## src/rtl/replay_drain_if.sv

```systemverilog
// Handshake bundle between the replay pipe output stage, the drain buffer
// and its consumer. The drain buffer takes the slave view.
interface replay_drain_if #(
  parameter int W     = 32,
  parameter int DEPTH = 16
);
  localparam int OW = $clog2(DEPTH) + 1;

  logic [W-1:0]  in;
  logic          in_vld;
  logic [W-1:0]  out_r;
  logic          out_vld_r;
  logic          out_accept;
  logic          stall_r;
  logic          ovf_r;
  logic [OW-1:0] occ_r;

  modport slave (
    input  in, in_vld, out_accept,
    output out_r, out_vld_r, stall_r, ovf_r, occ_r
  );

  modport master (
    output in, in_vld, out_accept,
    input  out_r, out_vld_r, stall_r, ovf_r, occ_r
  );
endinterface

```

## src/rtl/replay_drain.sv

```systemverilog
// Drain buffer for the non-stallable replay pipe output. Every valid word is
// captured into a FIFO and re-presented under valid/accept. A hysteretic,
// registered stall request throttles the pipe early enough that in-flight
// words still fit; words that cannot be stored set a sticky overflow flag.
module replay_drain #(
  parameter int W     = 32,
  parameter int DEPTH = 16,
  parameter int HI_WM = 6,
  parameter int LO_WM = 4
) (
  input logic           clk,
  input logic           rst,
  replay_drain_if.slave bus
);
  localparam int AW = $clog2(DEPTH);
  localparam logic [AW:0] HI = (AW+1)'(HI_WM);
  localparam logic [AW:0] LO = (AW+1)'(LO_WM);

  localparam logic [0:0] S_RUN  = 1'b0;
  localparam logic [0:0] S_HOLD = 1'b1;

  logic [W-1:0] r_mem [DEPTH];
  logic [AW:0]  r_wrPtr;
  logic [AW:0]  r_rdPtr;
  logic [AW:0]  r_occ;
  logic         r_full;
  logic         r_empty;
  logic         r_ovf;
  logic [0:0]   r_state;

  logic         w_rd;
  logic         w_wr;
  logic         w_drop;
  logic [AW:0]  w_wrPtrNext;
  logic [AW:0]  w_rdPtrNext;
  logic [AW:0]  w_occNext;
  logic [0:0]   w_stateNext;

  // Handshake decode and next-state pointer/occupancy arithmetic. A write at
  // full is allowed when the head is leaving in the same cycle.
  always_comb begin
    w_rd        = ~r_empty & bus.out_accept;
    w_wr        = bus.in_vld & (~r_full | w_rd);
    w_drop      = bus.in_vld & r_full & ~w_rd;
    w_wrPtrNext = r_wrPtr + {{AW{1'b0}}, w_wr};
    w_rdPtrNext = r_rdPtr + {{AW{1'b0}}, w_rd};
    w_occNext   = r_occ + {{AW{1'b0}}, w_wr} - {{AW{1'b0}}, w_rd};
  end

  // Stall hysteresis: enter HOLD at the high watermark, leave below the low one.
  always_comb begin
    w_stateNext = r_state;
    if (r_state == S_RUN && w_occNext >= HI) begin
      w_stateNext = S_HOLD;
    end else if (r_state == S_HOLD && w_occNext < LO) begin
      w_stateNext = S_RUN;
    end
  end

  // Storage array; deliberately not reset, pointers alone define contents.
  always_ff @(posedge clk) begin
    if (!rst && w_wr) begin
      r_mem[r_wrPtr[AW-1:0]] <= bus.in;
    end
  end

  // Pointers, flags, occupancy, sticky overflow and stall state.
  always_ff @(posedge clk) begin
    if (rst) begin
      r_wrPtr <= '0;
      r_rdPtr <= '0;
      r_occ   <= '0;
      r_full  <= 1'b0;
      r_empty <= 1'b1;
      r_ovf   <= 1'b0;
      r_state <= S_RUN;
    end else begin
      r_wrPtr <= w_wrPtrNext;
      r_rdPtr <= w_rdPtrNext;
      r_occ   <= w_occNext;
      r_full  <= (w_wrPtrNext[AW] != w_rdPtrNext[AW]) &&
                 (w_wrPtrNext[AW-1:0] == w_rdPtrNext[AW-1:0]);
      r_empty <= (w_wrPtrNext == w_rdPtrNext);
      r_state <= w_stateNext;
      if (w_drop) begin
        r_ovf <= 1'b1;
      end
    end
  end

  assign bus.out_r     = r_mem[r_rdPtr[AW-1:0]];
  assign bus.out_vld_r = ~r_empty;
  assign bus.occ_r     = r_occ;
  assign bus.ovf_r     = r_ovf;
  assign bus.stall_r   = (r_state == S_HOLD);
endmodule

```

## src/flat_wrapper.sv

```systemverilog
// flat-port wrapper written by rule: the top's interface ports become plain ports
module replay_drain_flat 
#(
  parameter int W     = 32,
  parameter int DEPTH = 16,
  parameter int HI_WM = 6,
  parameter int LO_WM = 4
)
  (clk, rst, bus_in, bus_in_vld, bus_out_accept, bus_out_r, bus_out_vld_r, bus_stall_r, bus_ovf_r, bus_occ_r);
  replay_drain_if #(.W(W), .DEPTH(DEPTH)) bus_i ();
  input logic clk;
  input logic rst;
  input wire logic [$bits(bus_i.in)-1:0] bus_in;
  input wire logic [$bits(bus_i.in_vld)-1:0] bus_in_vld;
  input wire logic [$bits(bus_i.out_accept)-1:0] bus_out_accept;
  output wire logic [$bits(bus_i.out_r)-1:0] bus_out_r;
  output wire logic [$bits(bus_i.out_vld_r)-1:0] bus_out_vld_r;
  output wire logic [$bits(bus_i.stall_r)-1:0] bus_stall_r;
  output wire logic [$bits(bus_i.ovf_r)-1:0] bus_ovf_r;
  output wire logic [$bits(bus_i.occ_r)-1:0] bus_occ_r;
  assign bus_i.in = bus_in;
  assign bus_i.in_vld = bus_in_vld;
  assign bus_i.out_accept = bus_out_accept;
  assign bus_out_r = bus_i.out_r;
  assign bus_out_vld_r = bus_i.out_vld_r;
  assign bus_stall_r = bus_i.stall_r;
  assign bus_ovf_r = bus_i.ovf_r;
  assign bus_occ_r = bus_i.occ_r;
  replay_drain #(.W(W), .DEPTH(DEPTH), .HI_WM(HI_WM), .LO_WM(LO_WM)) u_core (.clk(clk), .rst(rst), .bus(bus_i));
endmodule
```

## config.mk

```make
export PLATFORM = sky130hd
export DESIGN_NAME = replay_drain_flat
export DESIGN_NICKNAME = d
export VERILOG_FILES = /design/src/rtl/replay_drain_if.sv /design/src/rtl/replay_drain.sv /design/src/flat_wrapper.sv
export SDC_FILE = /design/constraint.sdc
export NUM_CORES = 1
export LEC_CHECK = 0
export ABC_CLOCK_PERIOD_IN_PS = 5450
export BUFFER_PORTS_ARGS = -buffer_cell sky130_fd_sc_hd__buf_2
export CORE_MARGIN = 3
export CORE_UTILIZATION = 55
export DETAILED_ROUTE_END_ITERATION = 7
export GPL_ROUTABILITY_DRIVEN = 0
export PLACE_DENSITY = 0.73
export RECOVER_POWER = 50
export SYNTH_ARGS = -nofsm -noshare
export SYNTH_HDL_FRONTEND = slang
export SYNTH_SLANG_ARGS = --single-unit
```

## constraint.sdc

```tcl
create_clock -name clk -period 5.45 [get_ports clk]
set_clock_uncertainty 0.1 [all_clocks]
set_input_delay 0.8175 -clock clk [delete_from_list [all_inputs] [get_ports clk]]
set_output_delay 0.8175 -clock clk [all_outputs]
set_load 0.05 [all_outputs]
```

==> flow_summary.toml <==
[worst_setup_path]
cp.required_ns = 4.53
r2r-start = "u_core.r_empty"
path_common_cell = "mux4_2"
timing.critical_path.cells = "buf_4, mux4_2, mux4_2, buf_2"
r2r_end = "u_core.r_mem[3][6]"
cp-start-kind = "flop"
r2r_slack_ns = 2.50
crit_type = "reg -> out"
worst_setup_path_end_kind = "output pin"
cp_data_arrival_time_ns = 3.06
crit_fanout = 35
worst_path_max_delay_cell = "dfxtp_4"
slowest_delay_ns = 0.71
rr_worst_depth = 5

[clock_tree]
cts_buffers = 50
cts_tree = "yes"
ctsHoldBuffers = 0
clk_latency_ns = 0.57
cts.sinks = 531
ctsRootBufferMaster = "clkbuf_16"
cts-resized-gates = 0
htreeDepth = 2
clockBufferDepth = 3
path_clk_slew_ns = 0.06
post-cts-setup-buffers = 0

[timing]
whs_ns = 0.376
drv_slew = 0
setup_violations = 0
fmax_ghz = 0.251
tns_ns = 0
relSlewSlack = 0.309
min_period_over_period = 0.731
rsz0062_at_grt = "no"
setup_ws_ns = 1.47
fin_crit_ns = 3.98
hold_viol_final = 0
tightest_slew_ns = 1.03

[layout]
post-route-util = 0.632
num-fill-cells = 2387
multi_input_comb_area_sq_um = 4290
drive_gt1_frac = 0.302
fin_nets = 984
ff_latch_area_sq_um = 15800
syn_to_final_growth_pct = 11.8

[global_route]
grtUsageTotal = 0.211
gr-total-overflow = 0
grt_max_degree = 64
first_global_vias = 9380
antenna_found_initial = 3
grt_pass1_wl_mm = 60.0

[placed_design]
dp_worst_setup_slack_ns = 1.85
hpwl_mm = 21.6
portBuffers = 75

[pwr]
vdd_drop_max_uv = 317
p_per_area_nw_per_um2 = 384
total_power_mw = 8.75
leakage_nw = 6.94

[synthesis]
synthMuxAreaShare = 0.178
yosysSeqAreaShare = 0.774
yosys.area.top_type = "edfxtp_1"
syn_nets = 871
synth_top_family_by_area = "multiplexers"
synthSimpleGateAreaFrac = 0.0130
synth.top_cell.area_share = 0.755
synth_edf_count = 512
synth-compound-area-share = 0.00240
yosys_register_bits = 531
synth_cells = 825
yosys-top-cells-area = "edfxtp_1 (76%), mux4_2 (17%), dfxtp_1 (1.9%), buf_6 (1.0%), mux4_1 (0.65%)"
async_flop_share = 0
synth_cell_types = 31
synthXorXnorAreaFrac = 0.00559
synth_most_common_cell = "edfxtp_1"
synth_area_per_cell_sq_um = 24.7
synth-main-ff-cell = "edfxtp_1"
ys_top_cells_by_count = "edfxtp_1 (512), mux4_2 (155), nor2_1 (22), dfxtp_1 (19), buf_6 (18)"
synthesis.area_sq_um = 20400
yosys.area_share.adder = 0.00651
yosys_warnings = 0

[routing]
drt_wl_total_mm = 39.8
first_pass_iters = 7
drtIter0Drc = 883
antenna_left = 0
drc = 0
post_drt_via_cell_ratio = 6.22
vias = 8951
wire_per_inst_microns = 27.7

[floorplan]
io_pins = 76
start_util = 0.566
die_h_microns = 198
rows = 69
design.core.area_sq_um = 36000
die_w_microns = 198
die_area_sq_um = 39400

[status]
status = "completed"

[hold_path]
hp-start = "u_core.bus.ovf_r"
hold_path.class = "reg -> reg"
holdPathEnd = "u_core.bus.ovf_r"
whs_path_depth = 1

[run]
cap_violations = 0
## cell type report
cell class,instances,share of cell area
well taps,461,0.0253
inverters,12,0.00198
multi-input cells,244,0.188
flip-flops and latches,531,0.692
clock inverters,29,0.00956
diodes,1,0.000110
clock buffers,63,0.0575
repair buffers,99,0.0247
## critical path, delay by kind of cell, from the launching register on
kind,cells,cell delay (ns)
muxes,2,0.95
DFF,1,0.71
buffers and inverters,2,0.77
## metal layers
metal,wire length (microns),vias up,global-route usage
met2,19700,344,0.330
met5,27,-,0
met4,989,4,0.0744
li1,-,3758,-
met3,2720,69,0.0357
met1,16400,4776,0.309
## registers in the layout, summed over array words and instances, names as in the netlist
name and cells:
u_core.r_rdPtr 5, u_core.r_wrPtr 5, u_core.bus.occ_r 5, u_core.bus.ovf_r 1, u_core.r_full 1, u_core.r_empty 1
u_core.r_mem 512, u_core.bus.stall_r 1
## report_power, final
group / internal [mW] / total, mW / switching [mW]
registers: 4.52 / 4.56 / 0.0337
logic: 0.374 / 0.923 / 0.549
clock network: 1.84 / 3.27 / 1.43
## worst max path at each step
stage / slack [ns] / to / from
after floorplan: 1.08 / u_core.r_mem[0][0] / bus_out_accept
after global placement: 1.90 / u_core.r_mem[3][1] / bus_out_accept
after detailed placement: 1.85 / u_core.r_mem[15][21] / bus_out_accept
after CTS: 1.43 / bus_out_r[2] / u_core.r_rdPtr[1]
after global routing: 1.37 / bus_out_r[2] / u_core.r_rdPtr[1]
final: 1.47 / bus_out_r[2] / u_core.r_rdPtr[1]
## cells by family (layout without fill, tap and decap cells)
logic type,after synthesis,in the layout
AO/OA/AOI/OAI,8,8
XOR/XNOR,13,13
adder cells (fa/ha/maj),10,10
buffers and inverters,50,203
flip-flops,531,531
multiplexers,160,160
other,0,1
AND/OR/NAND/NOR,53,53
## stage by stage
step,area (sq um),std cells
after global routing,22800,1440
final,22800,1440
after detailed placement,21300,1347
after CTS,22800,1439
after floorplan,20400,825
after global placement,21300,1347
## layout by cell type, fill, tap and decap left out, types with 3 or more instances in the layout
cell	n
xor2_1	6
buf_12	5
ha_1	9
nand2b_1	3
bufinv_16	3
inv_1	12
dfxtp_1	16
buf_4	18
clkbuf_16	50
a21oi_1	3
xnor2_1	7
mux4_2	155
clkbuf_1	54
nor2_4	11
clkinv_2	8
mux4_1	5
nor3_2	4
nand3_1	6
nor2_1	11
nor2b_1	9
buf_2	34
edfxtp_1	512
clkinv_1	15
Note: power is estimated with default switching activity, not from simulation.
